[src/rtl/attn_pkg.sv]
// Shared types and helpers for the self-attention projection sequencing logic.
package attn_pkg;

    localparam int unsigned NUM_PASSES = 3;
    localparam int unsigned PASS_ID_W  = 2;

    // Pass selector; PASS_NONE parks every bank port in its inactive state.
    typedef enum logic [PASS_ID_W-1:0] {
        PASS_Q    = 2'd0,
        PASS_K    = 2'd1,
        PASS_V    = 2'd2,
        PASS_NONE = 2'd3
    } pass_t;

    // Scheduler sequencing states.
    typedef enum logic [2:0] {
        ST_IDLE   = 3'd0,
        ST_CLEAR  = 3'd1,
        ST_LAUNCH = 3'd2,
        ST_WAIT   = 3'd3,
        ST_NEXT   = 3'd4,
        ST_FINISH = 3'd5
    } sched_state_t;

    // Lowest enabled pass in a mask, Q first; PASS_NONE when the mask is empty.
    function automatic pass_t lowest_pass(input logic [NUM_PASSES-1:0] m);
        pass_t p;
        if (m[0])      p = PASS_Q;
        else if (m[1]) p = PASS_K;
        else if (m[2]) p = PASS_V;
        else           p = PASS_NONE;
        return p;
    endfunction

endpackage

[src/rtl/bank_port_mux.sv]
// Steers one engine memory port onto the bank selected by the active pass.
// Control strobes are active-low; unselected banks (and sel = none) see all ones.
module bank_port_mux
    import attn_pkg::*;
#(
    parameter int unsigned DATA_W = 128,
    parameter int unsigned ADDR_W = 10,
    parameter int unsigned CTL_W  = 1
) (
    input  logic [PASS_ID_W-1:0]                 sel,
    input  logic [CTL_W-1:0]                     eng_ctl,
    input  logic [ADDR_W-1:0]                    eng_addr,
    output logic [DATA_W-1:0]                    eng_rdata,
    output logic [NUM_PASSES-1:0][CTL_W-1:0]     bank_ctl,
    output logic [ADDR_W-1:0]                    bank_addr,
    input  logic [NUM_PASSES*DATA_W-1:0]         bank_rdata
);

    // Per-bank strobe gating and read-data select; address is broadcast.
    always_comb begin
        bank_addr = eng_addr;
        bank_ctl  = '1;
        eng_rdata = '0;
        for (int k = 0; k < int'(NUM_PASSES); k++) begin
            if (sel == PASS_ID_W'(k)) begin
                bank_ctl[k] = eng_ctl;
                eng_rdata   = bank_rdata[k*DATA_W +: DATA_W];
            end
        end
    end

endmodule

[src/rtl/qkv_pass_scheduler.sv]
// Time-shares one QKV projection engine across the Q, K and V passes:
// clears and launches the engine per enabled pass, steers its memory ports
// to the active pass's banks, and reports completion, cycle counts and timeouts.
module qkv_pass_scheduler
    import attn_pkg::*;
#(
    parameter logic [19:0]  TIMEOUT_CYCLES = 20'd1000000,
    parameter int unsigned  CNT_W          = 20
) (
    input  logic                          clk,
    input  logic                          rst,
    input  logic                          start,
    input  logic [NUM_PASSES-1:0]         pass_mask,
    input  logic                          abort,
    output logic                          busy,
    output logic                          done,
    output logic                          err,
    output logic [PASS_ID_W-1:0]          pass_id,
    output logic [CNT_W-1:0]              pass_cycles,
    output logic                          eng_clr,
    output logic                          eng_en,
    input  logic                          eng_finished,
    input  logic                          eng_w_ceb,
    input  logic [9:0]                    eng_w_addr,
    output logic [127:0]                  eng_w_dout,
    output logic [NUM_PASSES-1:0]         w_ceb,
    output logic [9:0]                    w_addr,
    input  logic [NUM_PASSES*128-1:0]     w_dout,
    input  logic                          eng_o_ceb,
    input  logic                          eng_o_wen,
    input  logic [6:0]                    eng_o_addr,
    input  logic [127:0]                  eng_o_din,
    output logic [NUM_PASSES-1:0]         o_ceb,
    output logic [NUM_PASSES-1:0]         o_wen,
    output logic [6:0]                    o_addr,
    output logic [127:0]                  o_din
);

    localparam int unsigned     DATA_W       = 128;
    localparam logic [CNT_W-1:0] TIMEOUT_LAST = CNT_W'(TIMEOUT_CYCLES - 20'd1);

    sched_state_t            state_q, state_d;
    logic [NUM_PASSES-1:0]   mask_q, mask_d;
    pass_t                   pass_id_q, pass_id_d;
    logic [CNT_W-1:0]        cnt_q, cnt_d;
    logic                    err_q, err_d;
    logic [CNT_W-1:0]        pass_cycles_q, pass_cycles_d;

    logic                    abort_hit;
    logic                    wait_timeout;

    logic [NUM_PASSES-1:0][0:0] w_bank_ctl;
    logic [NUM_PASSES-1:0][1:0] o_bank_ctl;
    logic [DATA_W-1:0]          unused_o_rdata;

    // Abort only matters while a sequence is in flight; finished beats timeout.
    assign abort_hit    = abort && (state_q != ST_IDLE);
    assign wait_timeout = (state_q == ST_WAIT) && !eng_finished && (cnt_q == TIMEOUT_LAST);

    // Scheduler registers.
    always_ff @(posedge clk or posedge rst) begin
        if (rst) begin
            state_q       <= ST_IDLE;
            mask_q        <= '0;
            pass_id_q     <= PASS_NONE;
            cnt_q         <= '0;
            err_q         <= 1'b0;
            pass_cycles_q <= '0;
        end else begin
            state_q       <= state_d;
            mask_q        <= mask_d;
            pass_id_q     <= pass_id_d;
            cnt_q         <= cnt_d;
            err_q         <= err_d;
            pass_cycles_q <= pass_cycles_d;
        end
    end

    // Next-state and datapath register updates.
    always_comb begin
        state_d       = state_q;
        mask_d        = mask_q;
        pass_id_d     = pass_id_q;
        cnt_d         = cnt_q;
        err_d         = err_q;
        pass_cycles_d = pass_cycles_q;

        if (abort_hit) begin
            state_d   = ST_IDLE;
            mask_d    = '0;
            pass_id_d = PASS_NONE;
        end else begin
            unique case (state_q)
                ST_IDLE: begin
                    if (start) begin
                        mask_d = pass_mask;
                        err_d  = 1'b0;
                        if (pass_mask == '0) begin
                            pass_id_d = PASS_NONE;
                            state_d   = ST_FINISH;
                        end else begin
                            pass_id_d = lowest_pass(pass_mask);
                            state_d   = ST_CLEAR;
                        end
                    end
                end
                ST_CLEAR: begin
                    state_d = ST_LAUNCH;
                end
                ST_LAUNCH: begin
                    cnt_d   = '0;
                    state_d = ST_WAIT;
                end
                ST_WAIT: begin
                    cnt_d = cnt_q + CNT_W'(1);
                    if (eng_finished) begin
                        pass_cycles_d = cnt_q + CNT_W'(1);
                        mask_d        = mask_q & ~(NUM_PASSES'(1) << pass_id_q);
                        state_d       = ST_NEXT;
                    end else if (wait_timeout) begin
                        err_d     = 1'b1;
                        mask_d    = '0;
                        pass_id_d = PASS_NONE;
                        state_d   = ST_FINISH;
                    end
                end
                ST_NEXT: begin
                    if (mask_q != '0) begin
                        pass_id_d = lowest_pass(mask_q);
                        state_d   = ST_CLEAR;
                    end else begin
                        pass_id_d = PASS_NONE;
                        state_d   = ST_FINISH;
                    end
                end
                ST_FINISH: begin
                    state_d = ST_IDLE;
                end
                default: begin
                    state_d   = ST_IDLE;
                    mask_d    = '0;
                    pass_id_d = PASS_NONE;
                end
            endcase
        end
    end

    // Engine handshake and status decode; abort suppresses launch and done.
    always_comb begin
        busy    = (state_q != ST_IDLE);
        done    = (state_q == ST_FINISH) && !abort;
        eng_en  = (state_q == ST_LAUNCH) && !abort;
        eng_clr = (state_q == ST_CLEAR) || abort_hit || wait_timeout;
    end

    assign err         = err_q;
    assign pass_id     = pass_id_q;
    assign pass_cycles = pass_cycles_q;
    assign o_din       = eng_o_din;

    // Weight-read port steering.
    bank_port_mux #(
        .DATA_W (DATA_W),
        .ADDR_W (10),
        .CTL_W  (1)
    ) u_w_mux (
        .sel        (pass_id_q),
        .eng_ctl    (eng_w_ceb),
        .eng_addr   (eng_w_addr),
        .eng_rdata  (eng_w_dout),
        .bank_ctl   (w_bank_ctl),
        .bank_addr  (w_addr),
        .bank_rdata (w_dout)
    );

    // Output-write port steering; ctl bit 0 is ceb, bit 1 is wen.
    bank_port_mux #(
        .DATA_W (DATA_W),
        .ADDR_W (7),
        .CTL_W  (2)
    ) u_o_mux (
        .sel        (pass_id_q),
        .eng_ctl    ({eng_o_wen, eng_o_ceb}),
        .eng_addr   (eng_o_addr),
        .eng_rdata  (unused_o_rdata),
        .bank_ctl   (o_bank_ctl),
        .bank_addr  (o_addr),
        .bank_rdata ('0)
    );

    // Flatten the per-bank strobes onto the bank-ordered ports.
    always_comb begin
        for (int k = 0; k < int'(NUM_PASSES); k++) begin
            w_ceb[k] = w_bank_ctl[k][0];
            o_ceb[k] = o_bank_ctl[k][0];
            o_wen[k] = o_bank_ctl[k][1];
        end
    end

endmodule

[config.mk]
export PLATFORM = sky130hd
export DESIGN_NAME = qkv_pass_scheduler
export DESIGN_NICKNAME = d
export VERILOG_FILES = /design/src/rtl/attn_pkg.sv /design/src/rtl/bank_port_mux.sv /design/src/rtl/qkv_pass_scheduler.sv
export SDC_FILE = /design/constraint.sdc
export NUM_CORES = 1
export LEC_CHECK = 0
export CORE_AREA = 4 4 325 327
export CTS_CLUSTER_SIZE = 16
export DETAILED_ROUTE_END_ITERATION = 8
export DIE_AREA = 0 0 329 331
export GPL_ROUTABILITY_DRIVEN = 0
export SKIP_CTS_REPAIR_TIMING = 1
export SLEW_MARGIN = 30
export SYNTH_ARGS = -nofsm -noshare
export SYNTH_HDL_FRONTEND = slang
export SYNTH_SLANG_ARGS = --single-unit
[constraint.sdc]
create_clock -name clk -period 2.3 [get_ports clk]
set_input_delay 0.575 -clock clk [delete_from_list [all_inputs] [get_ports clk]]
set_output_delay 0.575 -clock clk [all_outputs]
set_load 0.01 [all_outputs]
==> results.py <==
metrics = {
    "status": {
        "status": "finished, violations left",
        "violations": "setup timing",
    },
    "job": {
        "cap_violations": 0,
    },
    "layout": {
        "nets": 1979,
        "drive_above_1_share_pct": 34.7,
        "areaGrowthSynthToFinish_pct": 154,
        "final_area_sq_mm": 0.0162,
        "fin_cells": 2825,
        "fill_cells": 11500,
    },
    "synthesis": {
        "ys_ff_latch": 49,
        "synth_top_area_share_pct": 20.5,
        "syn_nets": 1425,
        "synth_common_cells": "nand2_1 (181), o21ai_0 (165), buf_4 (145)",
        "ys_types": 52,
        "yosysMostFrequentCell": "nand2_1",
        "yosysWarnings": 0,
        "post-synth-top-area-cell": "mux2i_1",
        "ys_async_sr_fraction_pct": 100,
        "syn_inst": 884,
        "synth_edf_count": 0,
        "synth_area_sq_mm": 0.00639,
        "avgSynthCellArea_sq_um": 7.23,
        "ys_seq_area_share_pct": 19.2,
        "synth.area.top_cells": "mux2i_1 (21%), dfrtp_1 (18%), buf_4 (17%), o21ai_0 (13%), nand2_1 (11%)",
        "synth_ff_type": "dfrtp_1",
    },
    "drt": {
        "dr.pass1.iters": 4,
        "post_drt_wl_per_cell_um": 22.8,
        "antenna_left": 0,
        "wirelength_um": 64500,
        "drc": 0,
        "vias": 8804,
        "viasPerCell": 3.12,
        "drt_iter0_markers": 533,
    },
    "die": {
        "ios": 849,
        "die_w_um": 329,
        "dieArea_sq_mm": 0.109,
        "start_util_pct": 6.21,
        "die_y_um": 331,
        "core_sq_mm": 0.103,
        "rows": 118,
    },
    "global_route": {
        "grt_usage_pct": 9.76,
        "grt_pass1_vias": 8003,
        "grt_overflow_total": 0,
        "grt_max_degree": 64,
        "antenna_found_initial": 27,
        "grt_pass1_wl_um": 71200,
    },
    "placed_design": {
        "dp_hpwl_um": 52400,
        "dpl_cell_area_sq_mm": 0.0141,
        "port-buffer-count": 558,
        "place_inst": 2756,
        "detailedPlace.worstSlack_ps": -693,
    },
    "sta": {
        "min_period_over_period_pct": 116,
        "skew_ps": 7.87,
        "rsz0062_at_grt": "true",
        "slew_violations": 0,
        "slew_headroom_pct": 72.7,
        "fin_crit_ps": 2660,
        "worst_slack_ps": -362,
        "hold_ws_ps": 486,
        "worstMarginPinSlew_ps": 398,
        "final_hold_viol_count": 0,
        "fmax_ghz": 0.376,
        "setup_viol": 139,
    },
    "clock_network": {
        "cts_buffers": 5,
        "clk_path_buf_depth": 2,
        "cts_tree": "done",
        "cts_sinks": 49,
        "cts.htree.levels": 2,
        "clk_latency_ps": 290,
        "clockRootBuffer": "clkbuf_16",
        "cts.clk_slew.worst_paths_ps": 70,
    },
    "pwr": {
        "power.total_mw": 15.8,
        "powerDensity_mw_per_mm2": 972,
        "peakVddDrop_mv": 0.410,
        "p_leak_nw": 6.72,
    },
    "critical_path": {
        "cp.arrival_ps": 2090,
        "crit_type": "register to primary output",
        "start_kind": "register",
        "cp_max_fo": 5,
        "crit_required_ps": 1730,
        "endpoint_kind": "primary output",
    },
    "min_path": {
        "hold_class": "register to register",
    },
}
worst max-delay path: stages, from the launching register on:
cell	delay (ps)
dfstp_4	660
buf_12	120
buf_12	120
buf_12	140
buf_12	130
mux2i_2	240
o21ai_2	110
buf_4	150
clkbuf_2	120
metal layers:
layer	vias up	routed length, um	GRT usage [%]	part of all wire [%]
li1	4023	-	-	-
met1	4109	23200	11.1	36
met2	563	27000	13.1	42
met3	103	13100	9.38	20
met4	6	1190	1.80	1.9
met5	-	28	0	0.043
power by group:
| group | total, mW | internal, mW | leakage [nW] | switching (mW) |
|---|---|---|---|---|
| combinational | 13.8 | 7.15 | 6.02 | 6.63 |
| sequential | 1.25 | 1.08 | 0.639 | 0.163 |
| clock | 0.740 | 0.404 | 0.0631 | 0.336 |
path summary, 6_finish.rpt:
| path | startpoint | end | slack (ps) | cells past startpoint |
|---|---|---|---|---|
| setup / recovery | pass_id[0]$_DFFE_PP1P_ | eng_w_dout[88] | -360 | 8 |
| hold / removal | pass_cycles[4]$_DFFE_PP0P_ | pass_cycles[4]$_DFFE_PP0P_ | 490 | 2 |
| setup reg to reg | cnt_q[7]$_DFFE_PP0P_ | pass_id[0]$_DFFE_PP1P_ | 180 | 6 |
| hold reg to reg | pass_cycles[4]$_DFFE_PP0P_ | pass_cycles[4]$_DFFE_PP0P_ | 490 | 2 |
| max in group asynchronous | rst | pass_id[0]$_DFFE_PP1P_ | 1320 | 3 |
| min in group asynchronous | rst | pass_cycles[7]$_DFFE_PP0P_ | 680 | 3 |
state kept, by name, summed over array words and instances, names as in the netlist:
signal,count
state_q,3
mask_q,3
pass_cycles,20
pass_id,2
cnt_q,20
err,1
through the flow:
step                      TNS, ps  util (%)
after floorplan                 0         -
after global placement     -27480      13.7
after detailed placement   -27200      13.7
after CTS                  -67810      13.9
after global routing       -43770      15.8
final                      -33820      15.8
cell usage in the layout, fill, tap and decap left out, types with 38 or more instances in the layout:
cell,instances
mux2i_1,93
o21ai_0,67
buf_12,77
o21ai_2,42
nand2_1,138
buf_4,109
dfrtp_1,47
buf_6,51
clkdlybuf4s50_1,416
buf_2,38
cell type report:
type                       count  area (sq um)  area share [%]
sequential                    49          1240            7.62
clock buffer                   6           129           0.794
inverter                       6          22.5           0.139
timing repair buffer         757          8310            51.2
clock inverter                 2          15.0          0.0925
antenna                        6          15.0          0.0925
tap                         1380          1730            10.6
multi-input combinational    619          4770            29.4
cell families after synthesis:
kind of cell    synth area share, %
xor+xnor                       2.33
simple gates                   18.8
buf+inv                        21.4
flops                          19.2
compound gates                 17.4
fa+ha+maj                     0.196
mux                            20.7
(Power assumes the default switching activity.)
